`config.mk`:
```
export PLATFORM = sky130hd
export DESIGN_NAME = vga_plot_arbiter_flat
export DESIGN_NICKNAME = d
export VERILOG_FILES = /design/src/rtl/vga_plot_arbiter_if.sv /design/src/rtl/vga_plot_arbiter.sv /design/src/flat_wrapper.sv
export SDC_FILE = /design/constraint.sdc
export NUM_CORES = 1
export LEC_CHECK = 0
export ABC_CLOCK_PERIOD_IN_PS = 4019
export BUFFER_PORTS_ARGS = -buffer_cell sky130_fd_sc_hd__buf_2
export CAP_MARGIN = 20
export CORE_MARGIN = 2
export CORE_UTILIZATION = 28
export CTS_BUF_LIST = sky130_fd_sc_hd__clkbuf_8
export DETAILED_ROUTE_END_ITERATION = 7
export SLEW_MARGIN = 5
export SYNTH_ARGS = -nofsm -noshare
export SYNTH_HDL_FRONTEND = slang
export SYNTH_SLANG_ARGS = --single-unit
```
`constraint.sdc`:
```
create_clock -name CLOCK_50 -period 4.02 [get_ports CLOCK_50]
set_clock_uncertainty 0.1 [all_clocks]
set_input_delay 0.804 -clock CLOCK_50 [delete_from_list [all_inputs] [get_ports CLOCK_50]]
set_output_delay 0.804 -clock CLOCK_50 [all_outputs]
set_load 0.01 [all_outputs]
```
`src/rtl/vga_plot_arbiter_if.sv`:
```
// Pixel-port bundle for vga_plot_arbiter: fill command, two requesters and the
// vga_adapter write port. The arbiter takes the slave side.
interface vga_plot_arbiter_if #(
  parameter int unsigned XW = 8,
  parameter int unsigned YW = 7,
  parameter int unsigned CW = 3
);
  // Rectangle fill command
  logic          fill_start;
  logic [XW-1:0] fill_x0;
  logic [YW-1:0] fill_y0;
  logic [XW-1:0] fill_w;
  logic [YW-1:0] fill_h;
  logic [CW-1:0] fill_colour;
  logic          fill_busy;
  logic          fill_done;

  // Requester 0 (player 1)
  logic          req0_valid;
  logic [XW-1:0] req0_x;
  logic [YW-1:0] req0_y;
  logic [CW-1:0] req0_colour;
  logic          req0_ready;

  // Requester 1 (player 2)
  logic          req1_valid;
  logic [XW-1:0] req1_x;
  logic [YW-1:0] req1_y;
  logic [CW-1:0] req1_colour;
  logic          req1_ready;

  // vga_adapter write port
  logic [XW-1:0] x;
  logic [YW-1:0] y;
  logic [CW-1:0] colour;
  logic          plot;

  modport master (
    output fill_start, fill_x0, fill_y0, fill_w, fill_h, fill_colour,
    input  fill_busy, fill_done,
    output req0_valid, req0_x, req0_y, req0_colour,
    input  req0_ready,
    output req1_valid, req1_x, req1_y, req1_colour,
    input  req1_ready,
    input  x, y, colour, plot
  );

  modport slave (
    input  fill_start, fill_x0, fill_y0, fill_w, fill_h, fill_colour,
    output fill_busy, fill_done,
    input  req0_valid, req0_x, req0_y, req0_colour,
    output req0_ready,
    input  req1_valid, req1_x, req1_y, req1_colour,
    output req1_ready,
    output x, y, colour, plot
  );
endinterface

```
`src/rtl/vga_plot_arbiter.sv`:
```
// Single owner of the vga_adapter pixel port. Round-robin between two pixel
// requesters, plus a rectangle-fill sequencer that locks both out while it runs.
// All port outputs except the ready lines are registered (one cycle latency).
module vga_plot_arbiter #(
  parameter int unsigned H_RES = 160,
  parameter int unsigned V_RES = 120,
  parameter int unsigned XW    = 8,
  parameter int unsigned YW    = 7,
  parameter int unsigned CW    = 3
) (
  input logic                CLOCK_50,
  input logic                resetn,
  vga_plot_arbiter_if.slave  bus
);

  localparam logic [XW:0] HResL = H_RES[XW:0];
  localparam logic [YW:0] VResL = V_RES[YW:0];

  typedef enum logic [0:0] {StArb, StFill} state_e;

  state_e        state_q, state_d;
  logic          last_grant_q, last_grant_d;
  logic [XW-1:0] x_q, x_d;
  logic [YW-1:0] y_q, y_d;
  logic [CW-1:0] colour_q, colour_d;
  logic          plot_q, plot_d;
  logic          busy_q, busy_d;
  logic          done_q, done_d;

  // Captured fill command and offset of the pixel currently presented
  logic [XW-1:0] fx0_q, fx0_d, fw_q, fw_d, ox_q, ox_d;
  logic [YW-1:0] fy0_q, fy0_d, fh_q, fh_d, oy_q, oy_d;
  logic [CW-1:0] fcol_q, fcol_d;

  logic          ready0, ready1, fill_empty;
  logic [XW:0]   px;
  logic [YW:0]   py;

  // Extra top bit on the coordinates keeps x0+w / y0+h from wrapping back on-screen
  function automatic logic on_screen(input logic [XW:0] cx, input logic [YW:0] cy);
    return (cx < HResL) && (cy < VResL);
  endfunction

  // Round-robin grant; a fill start in the same cycle beats both requesters
  always_comb begin
    ready0 = (state_q == StArb) && !bus.fill_start && bus.req0_valid &&
             (!bus.req1_valid || last_grant_q);
    ready1 = (state_q == StArb) && !bus.fill_start && bus.req1_valid &&
             (!bus.req0_valid || !last_grant_q);
  end

  assign bus.req0_ready  = ready0;
  assign bus.req1_ready  = ready1;
  assign bus.x           = x_q;
  assign bus.y           = y_q;
  assign bus.colour      = colour_q;
  assign bus.plot        = plot_q;
  assign bus.fill_busy   = busy_q;
  assign bus.fill_done   = done_q;

  // Next-state: arbitration, fill capture and row-major fill stepping
  always_comb begin
    state_d      = state_q;
    last_grant_d = last_grant_q;
    x_d          = x_q;
    y_d          = y_q;
    colour_d     = colour_q;
    plot_d       = 1'b0;
    busy_d       = 1'b0;
    done_d       = 1'b0;
    fx0_d        = fx0_q;
    fy0_d        = fy0_q;
    fw_d         = fw_q;
    fh_d         = fh_q;
    fcol_d       = fcol_q;
    ox_d         = ox_q;
    oy_d         = oy_q;
    px           = '0;
    py           = '0;
    fill_empty   = (bus.fill_w == '0) || (bus.fill_h == '0);

    unique case (state_q)
      StArb: begin
        if (bus.fill_start) begin
          // First fill pixel is presented in the first FILL cycle
          fx0_d    = bus.fill_x0;
          fy0_d    = bus.fill_y0;
          fw_d     = bus.fill_w;
          fh_d     = bus.fill_h;
          fcol_d   = bus.fill_colour;
          ox_d     = '0;
          oy_d     = '0;
          x_d      = bus.fill_x0;
          y_d      = bus.fill_y0;
          colour_d = bus.fill_colour;
          plot_d   = !fill_empty && on_screen({1'b0, bus.fill_x0}, {1'b0, bus.fill_y0});
          busy_d   = 1'b1;
          done_d   = fill_empty || ((bus.fill_w == XW'(1)) && (bus.fill_h == YW'(1)));
          state_d  = StFill;
        end else if (ready0) begin
          x_d          = bus.req0_x;
          y_d          = bus.req0_y;
          colour_d     = bus.req0_colour;
          plot_d       = on_screen({1'b0, bus.req0_x}, {1'b0, bus.req0_y});
          last_grant_d = 1'b0;
        end else if (ready1) begin
          x_d          = bus.req1_x;
          y_d          = bus.req1_y;
          colour_d     = bus.req1_colour;
          plot_d       = on_screen({1'b0, bus.req1_x}, {1'b0, bus.req1_y});
          last_grant_d = 1'b1;
        end
      end
      StFill: begin
        if (done_q) begin
          state_d = StArb;
        end else begin
          if (ox_q == fw_q - XW'(1)) begin
            ox_d = '0;
            oy_d = oy_q + YW'(1);
          end else begin
            ox_d = ox_q + XW'(1);
          end
          px       = {1'b0, fx0_q} + {1'b0, ox_d};
          py       = {1'b0, fy0_q} + {1'b0, oy_d};
          x_d      = px[XW-1:0];
          y_d      = py[YW-1:0];
          colour_d = fcol_q;
          plot_d   = on_screen(px, py);
          busy_d   = 1'b1;
          done_d   = (ox_d == fw_q - XW'(1)) && (oy_d == fh_q - YW'(1));
        end
      end
      default: state_d = StArb;
    endcase
  end

  // State and registered outputs; reset abandons any fill without a done pulse
  always_ff @(posedge CLOCK_50) begin
    if (!resetn) begin
      state_q      <= StArb;
      last_grant_q <= 1'b1;
      x_q          <= '0;
      y_q          <= '0;
      colour_q     <= '0;
      plot_q       <= 1'b0;
      busy_q       <= 1'b0;
      done_q       <= 1'b0;
      fx0_q        <= '0;
      fy0_q        <= '0;
      fw_q         <= '0;
      fh_q         <= '0;
      fcol_q       <= '0;
      ox_q         <= '0;
      oy_q         <= '0;
    end else begin
      state_q      <= state_d;
      last_grant_q <= last_grant_d;
      x_q          <= x_d;
      y_q          <= y_d;
      colour_q     <= colour_d;
      plot_q       <= plot_d;
      busy_q       <= busy_d;
      done_q       <= done_d;
      fx0_q        <= fx0_d;
      fy0_q        <= fy0_d;
      fw_q         <= fw_d;
      fh_q         <= fh_d;
      fcol_q       <= fcol_d;
      ox_q         <= ox_d;
      oy_q         <= oy_d;
    end
  end

endmodule

```
`src/flat_wrapper.sv`:
```
// flat-port wrapper written by rule: the top's interface ports become plain ports
module vga_plot_arbiter_flat 
#(
  parameter int unsigned H_RES = 160,
  parameter int unsigned V_RES = 120,
  parameter int unsigned XW    = 8,
  parameter int unsigned YW    = 7,
  parameter int unsigned CW    = 3
)
  (CLOCK_50, resetn, bus_fill_start, bus_fill_x0, bus_fill_y0, bus_fill_w, bus_fill_h, bus_fill_colour, bus_fill_busy, bus_fill_done, bus_req0_valid, bus_req0_x, bus_req0_y, bus_req0_colour, bus_req0_ready, bus_req1_valid, bus_req1_x, bus_req1_y, bus_req1_colour, bus_req1_ready, bus_x, bus_y, bus_colour, bus_plot);
  vga_plot_arbiter_if #(.XW(XW), .YW(YW), .CW(CW)) bus_i ();
  input logic CLOCK_50;
  input logic resetn;
  input wire logic [$bits(bus_i.fill_start)-1:0] bus_fill_start;
  input wire logic [$bits(bus_i.fill_x0)-1:0] bus_fill_x0;
  input wire logic [$bits(bus_i.fill_y0)-1:0] bus_fill_y0;
  input wire logic [$bits(bus_i.fill_w)-1:0] bus_fill_w;
  input wire logic [$bits(bus_i.fill_h)-1:0] bus_fill_h;
  input wire logic [$bits(bus_i.fill_colour)-1:0] bus_fill_colour;
  output wire logic [$bits(bus_i.fill_busy)-1:0] bus_fill_busy;
  output wire logic [$bits(bus_i.fill_done)-1:0] bus_fill_done;
  input wire logic [$bits(bus_i.req0_valid)-1:0] bus_req0_valid;
  input wire logic [$bits(bus_i.req0_x)-1:0] bus_req0_x;
  input wire logic [$bits(bus_i.req0_y)-1:0] bus_req0_y;
  input wire logic [$bits(bus_i.req0_colour)-1:0] bus_req0_colour;
  output wire logic [$bits(bus_i.req0_ready)-1:0] bus_req0_ready;
  input wire logic [$bits(bus_i.req1_valid)-1:0] bus_req1_valid;
  input wire logic [$bits(bus_i.req1_x)-1:0] bus_req1_x;
  input wire logic [$bits(bus_i.req1_y)-1:0] bus_req1_y;
  input wire logic [$bits(bus_i.req1_colour)-1:0] bus_req1_colour;
  output wire logic [$bits(bus_i.req1_ready)-1:0] bus_req1_ready;
  output wire logic [$bits(bus_i.x)-1:0] bus_x;
  output wire logic [$bits(bus_i.y)-1:0] bus_y;
  output wire logic [$bits(bus_i.colour)-1:0] bus_colour;
  output wire logic [$bits(bus_i.plot)-1:0] bus_plot;
  assign bus_i.fill_start = bus_fill_start;
  assign bus_i.fill_x0 = bus_fill_x0;
  assign bus_i.fill_y0 = bus_fill_y0;
  assign bus_i.fill_w = bus_fill_w;
  assign bus_i.fill_h = bus_fill_h;
  assign bus_i.fill_colour = bus_fill_colour;
  assign bus_fill_busy = bus_i.fill_busy;
  assign bus_fill_done = bus_i.fill_done;
  assign bus_i.req0_valid = bus_req0_valid;
  assign bus_i.req0_x = bus_req0_x;
  assign bus_i.req0_y = bus_req0_y;
  assign bus_i.req0_colour = bus_req0_colour;
  assign bus_req0_ready = bus_i.req0_ready;
  assign bus_i.req1_valid = bus_req1_valid;
  assign bus_i.req1_x = bus_req1_x;
  assign bus_i.req1_y = bus_req1_y;
  assign bus_i.req1_colour = bus_req1_colour;
  assign bus_req1_ready = bus_i.req1_ready;
  assign bus_x = bus_i.x;
  assign bus_y = bus_i.y;
  assign bus_colour = bus_i.colour;
  assign bus_plot = bus_i.plot;
  vga_plot_arbiter #(.H_RES(H_RES), .V_RES(V_RES), .XW(XW), .YW(YW), .CW(CW)) u_core (.CLOCK_50(CLOCK_50), .resetn(resetn), .bus(bus_i));
endmodule
```
==> flow_summary.ini, run 1 <==
[logic_synthesis]
synth_common_cells = nand2_1 (108), dfxtp_1 (70), a21oi_1 (67)
ys.warnings.count = 0
synth.avg_cell_area_um2 = 7.687
ys_ff_latch = 70
synthCells = 641
ys_top_cells_by_area = dfxtp_1 (28%), nand2_1 (8.2%), a21oi_1 (6.8%)
syn_area_mm2 = 0.004927
synth-async-reset-ratio_pct = 0
synthesis.nets = 737
synth_edf_count = 0
synth_most_common_cell = nand2_1
yosys.area.top_type_share_pct = 28.44
ys_seq_area_share_pct = 28.44
synth_cell_types = 65
synthFlopType = dfxtp_1
synth_largest_area_cell = dfxtp_1

[setup_path]
cp.required_ns = 4.22
critPathCapture = u_core.bus.plot
rr_worst_depth = 17
crit_type = reg -> reg
reg2reg_slack_ns = 0.08
worst_setup_path_end_kind = register
arrival_ns = 4.14
crit_path_max_incr_delay_ns = 0.41
rr_startpoint = u_core.fw_q[2]
crit_chain = or3_4 -> or2_4 -> a2111oi_4 -> buf_4 -> nand4_4 -> nor2_4 -> mux2i_4 -> buf_4 -> fa_2 -> nor2b_4 -> o21ai_2 -> a21boi_2 -> nor4_1 -> a311o_1 -> a41o_1 -> a31o_2 -> a211oi_2
cp-start-kind = register
r2r-end = u_core.bus.plot
critPathLaunch = u_core.fw_q[2]
path_max_fanout = 5
cp_slowest_cell = or3_4
crit_top_cell = buf_4

[timing]
period_share_pct = 97.98
setup_viol = 0
grt_setup_unrepaired = yes
finalHoldWorstSlack_ns = 0.3604
finalCriticalPeriod_ns = 3.939
max_slew.worst_pin.slew_ns = 1.038
maxSlewHeadroom_pct = 30.79
hold_viol_final = 0
max_clock_freq_mhz = 253.9
layout_setup_ws_ns = 0.08116
slew_violations = 0

[clock_tree]
cts_sinks = 70
numCtsBuffers = 9
insertion_delay_ns = 0.37
cts.clk_slew.worst_paths_ns = 0.08
clockRootBuffer = clkbuf_8
cts_tree = yes
cts_buffer_depth = 2
cts-hold-fix-buffers = 0
cts_max_level = 3

[detailed_routing]
wl_um = 15800
wire_per_inst_um = 15.95
drc = 0
drt_first_pass_iters = 5
drt_iter0_markers = 394
vias = 5035
ant_nets = 0
routed_via_density = 5.081

[final_layout]
area_growth_pct = 28.59
antenna_cells = 0
layout-drive-gt1-share_pct = 29.11
fin_area_mm2 = 0.006336
num-nets-final = 860
fin_util_pct = 36.76
fillers = 1821

[global_routing]
antenna_found_initial = 0
grt_pass1_wl_um = 24630
grt_max_degree = 40
grt_pass1_vias = 4615
grt-ovfl-total = 0
track_usage_pct = 17.18

[floorplan]
chipWidth_um = 136.7
die_area_mm2 = 0.01867
initial_core_util_pct = 28.59
rows = 48
die_y_um = 136.7
pin_count = 97
coreArea_mm2 = 0.01724

[place]
dp_hpwl_um = 11940
port_buffers = 96
gp_congestion = 0.8809
dpl-instance-area_mm2 = 0.005928
dpl_worst_slack_ns = -0.1052

[power]
peakVddDrop_mv = 0.1269
p_leak_nw = 2.807
p_per_area_mw_per_mm2 = 278.4
total_power_mw = 1.764

[outcome]
status = finished, final reports clean

[flow_run]
drv_cap = 0

[worst_hold_path]
hp-class = reg -> reg
[critical path: cells and delay by family, from the launching register on]
kind                       cells  cell delay, ns
DFF                            1            0.32
AOI/OAI and AO/OA              7            1.46
muxes                          1            0.10
buffers and inverters          2            0.34
and+or+nand+nor                6            1.19
adders and majority gates      1            0.38
[through the flow]
stage,setup TNS (ns),instances
finish,0,991
global route,-0.1021,991
CTS,-0.05123,984
detailed placement,-0.1052,968
global placement,-0.03762,968
floorplan,0,641
[layout make-up]
type | instances | area [um^2] | share of cell area (%)
clock inverter | 2 | 11.26 | 0.1777
multi-input combinational | 513 | 3506 | 55.33
timing repair buffer | 153 | 915.9 | 14.45
clock buffer | 11 | 151.4 | 2.389
tap | 225 | 281.5 | 4.443
sequential | 70 | 1406 | 22.20
inverter | 17 | 63.81 | 1.007
[layer usage]
metal  track usage, %  wire length [um]  up-vias
li1                 -                 -     2507
met1            22.52              7296     2402
met2            28.58              7569      107
met3            3.222               695       19
met4            5.208               243        0
met5                0                 0        -
[where the power goes]
| part | switching, mW | internal, mW | leakage (nW) | total (mW) |
|---|---|---|---|---|
| Combinational | 0.267 | 0.217 | 2.15 | 0.484 |
| Sequential | 0.0295 | 0.733 | 0.576 | 0.762 |
| Clock | 0.272 | 0.245 | 0.0846 | 0.518 |
| Total | 0.569 | 1.20 | 2.81 | 1.76 |
[state kept, by name, summed over array words and instances, names as in the netlist, 7 cells and up]
name          count
u_core.fx0_q      8
u_core.ox_q       8
u_core.bus.y      7
u_core.fh_q       7
u_core.fw_q       8
u_core.oy_q       7
u_core.bus.x      8
u_core.fy0_q      7
[placed cells by master, fill, tap and decap left out, drive strengths merged, types with 10 or more instances in the layout]
master  synthesis  layout
nand3          15      15
a21oi          67      67
nor2           55      55
xor2           16      16
mux2i          24      24
nand2         108     108
o211ai         13      13
a211oi         10      10
ha             20      20
buf             2     153
inv            16      17
clkbuf         39      11
dfxtp          70      70
nor3           22      22
o21ai          41      41
xnor2          24      24
[kinds of logic (layout without fill, tap and decap cells)]
kind of cell | count (synthesis) | in the layout | share of synthesized area (%)
AO/OA/AOI/OAI | 178 | 178 | 22.85
multiplexers | 24 | 24 | 4.876
flip-flops | 70 | 70 | 28.44
buffers and inverters | 58 | 183 | 4.520
adder cells (fa/ha/maj) | 23 | 23 | 6.095
XOR/XNOR | 48 | 48 | 10.84
AND/OR/NAND/NOR | 240 | 240 | 22.37
[how the worst min path moves through the flow]
stage	start	end	slack [ns]	depth (start not counted)
global route	u_core.fcol_q[1]	u_core.fcol_q[1]	0.38	2
CTS	u_core.fcol_q[1]	u_core.fcol_q[1]	0.36	2
finish	u_core.fcol_q[1]	u_core.fcol_q[1]	0.36	2
floorplan	u_core.fcol_q[0]	u_core.fcol_q[0]	0.34	2
global placement	u_core.fcol_q[0]	u_core.fcol_q[0]	0.35	2
detailed placement	u_core.fcol_q[1]	u_core.fcol_q[1]	0.35	2
[what timing repair did]
item / CTS / global route
hold endpoints to repair: 0 / 0
setup buffers: 3 / 7
setup endpoints to repair: 1 / 5
pin swaps: 13 / 22
gates resized for setup: 11 / 27
(Power assumes the default switching activity.)
==> run 2: changes to the inputs <==
CORE_UTILIZATION = 45   (was 28)
PLACE_DENSITY_LB_ADDON = 0.12   (was not set)
==> run 2 against run 1 <==
Compared with the run above:
- the run now ends with negative setup slack left
- combinational power hardly changed
- final cell count is 8.5% lower
- routed wire length is 4.3% lower
- highest routed layer unchanged
- first-iteration DRC count is 8.4% lower
- clock power is 9.8% higher
- clock-buffer cell count is 1 lower
- hold slack better by 0.0031 ns
==> flow_summary.ini, run 2 (synthesized netlist as in run 1, its figures left out) <==
[outcome]
status = finished, violations left
violations = negative setup slack

[final_layout]
antenna_cells = 0
area_growth_pct = 25.47
layout-drive-gt1-share_pct = 28.03
num-nets-final = 859
layoutNonFillerInstCount = 907
mostFrequentLayoutCells = nand2_1 (107), buf_2 (96), dfxtp_1 (67)
layout.cells.most_common = nand2_1
fillers = 1049
fin_util_pct = 57.53

[timing]
finalCriticalPeriod_ns = 4.047
maxSlewHeadroom_pct = 33.84
max_clock_freq_mhz = 247.1
period_share_pct = 100.7
finalHoldWorstSlack_ns = 0.3635
grt_setup_unrepaired = yes
max_slew.worst_pin.slew_ns = 0.9924
setup_tns_ns = -0.02716
hold_viol_final = 0
setup_viol = 1
layout_setup_ws_ns = -0.02716
slew_violations = 0

[place]
dp_cells = 889
gp_congestion = 0.9764
dp_hpwl_um = 11590
port_buffers = 96

[detailed_routing]
routed_via_density = 5.635
drc = 0
drt_first_pass_iters = 6
ant_nets = 0
vias = 5111
wire_per_inst_um = 16.68
wl_um = 15130
drt_iter0_markers = 361

[power]
p_leak_nw = 2.811
total_power_mw = 1.812
peakVddDrop_mv = 0.2075
p_per_area_mw_per_mm2 = 293.1

[setup_path]
crit_type = reg -> reg
arrival_ns = 4.23
worst_setup_path_end_kind = register
crit_family = compound AO/OA/AOI/OAI gates
path_max_fanout = 5
cp_slowest_cell = or3_4
path_buf_inv = 1
crit_path_max_incr_delay_ns = 0.41
cp.required_ns = 4.21
crit_chain = or3_4 -> or2_4 -> a2111oi_4 -> and4_4 -> nand2_4 -> xnor2_2 -> ha_2 -> inv_2 -> fa_2 -> nor2b_2 -> o21ai_2 -> a21boi_2 -> nor4_1 -> a311o_1 -> a41o_1 -> a31o_2 -> a211oi_2
cp-start-kind = register

[floorplan]
chipWidth_um = 108.6
pin_count = 97
die_area_mm2 = 0.01180
rows = 38
initial_core_util_pct = 45.85
die_y_um = 108.6
coreArea_mm2 = 0.01075

[clock_tree]
numCtsBuffers = 9
cts_sinks = 70
insertion_delay_ns = 0.36
cts_buffer_depth = 2
cts_tree = yes
cts-hold-fix-buffers = 0
cts_max_level = 3
cts.clk_slew.worst_paths_ns = 0.07
clockRootBuffer = clkbuf_8

[global_routing]
antenna_found_initial = 0
track_usage_pct = 26.54
grt_max_degree = 40
grt_pass1_wl_um = 24050
grt-ovfl-total = 0
grt_pass1_vias = 4841

[flow_run]
drv_cap = 0

[worst_hold_path]
hp-class = reg -> reg
[run 2: per-layer routing]
layer  track usage (%)  vias up  share of wire [%]
met2             41.88      172                 47
met4             11.36        0                2.4
li1                  -     2507                  -
met5                 0        -                  0
met3             4.603       27                6.1
met1             35.80     2405                 44
[run 2: stage by stage]
stage	worst slack (ns)	area [um^2]
2_1_floorplan	0.01285	4972
3_3_place_gp	0.02899	5867
3_5_place_dp	-0.1305	5867
4_1_cts	-0.04814	6095
5_1_grt	-0.1833	6182
6_report	-0.02716	6182
[run 2: layout make-up]
class | count | area, um^2 | share of cell area (%)
multi-input cells | 513 | 3448 | 55.78
flip-flops and latches | 70 | 1405 | 22.73
inverters | 17 | 63.81 | 1.032
repair buffers | 152 | 900.9 | 14.57
clock buffers | 10 | 137.6 | 2.226
well taps | 140 | 175.2 | 2.833
clock inverters | 5 | 51.30 | 0.8298
[run 2: repair_timing]
| item | 4_1_cts | 5_1_grt |
|---|---|---|
| resized for setup | 7 | 16 |
| endpoints found under the hold margin | 0 | 0 |
| pin swaps | 4 | 14 |
| setup buffers | 1 | 2 |
| setup endpoints to repair | 1 | 4 |
| gates cloned | 0 | 0 |
[run 2: worst paths after layout]
check | from | slack, ns | endpoint | depth (start not counted)
hold reg to reg | u_core.bus.x[3] | 0.36 | u_core.bus.x[3] | 2
setup / recovery | u_core.fw_q[3] | -0.03 | u_core.bus.plot | 17
hold / removal | u_core.bus.x[3] | 0.36 | u_core.bus.x[3] | 2
setup reg to reg | u_core.fw_q[3] | -0.03 | u_core.bus.plot | 17
[run 2: power breakdown]
group	switching (mW)	leakage, nW	total (mW)	internal (mW)
Combinational	0.267	2.14	0.483	0.216
Clock	0.274	0.0993	0.569	0.296
Sequential	0.0271	0.575	0.760	0.733
Total	0.568	2.81	1.81	1.24
[run 2: tightest hold or removal path, stage by stage, from the launching register on]
cell and delay [ns]:
dfxtp_1 0.31, nand2_1 0.05, a21oi_1 0.05
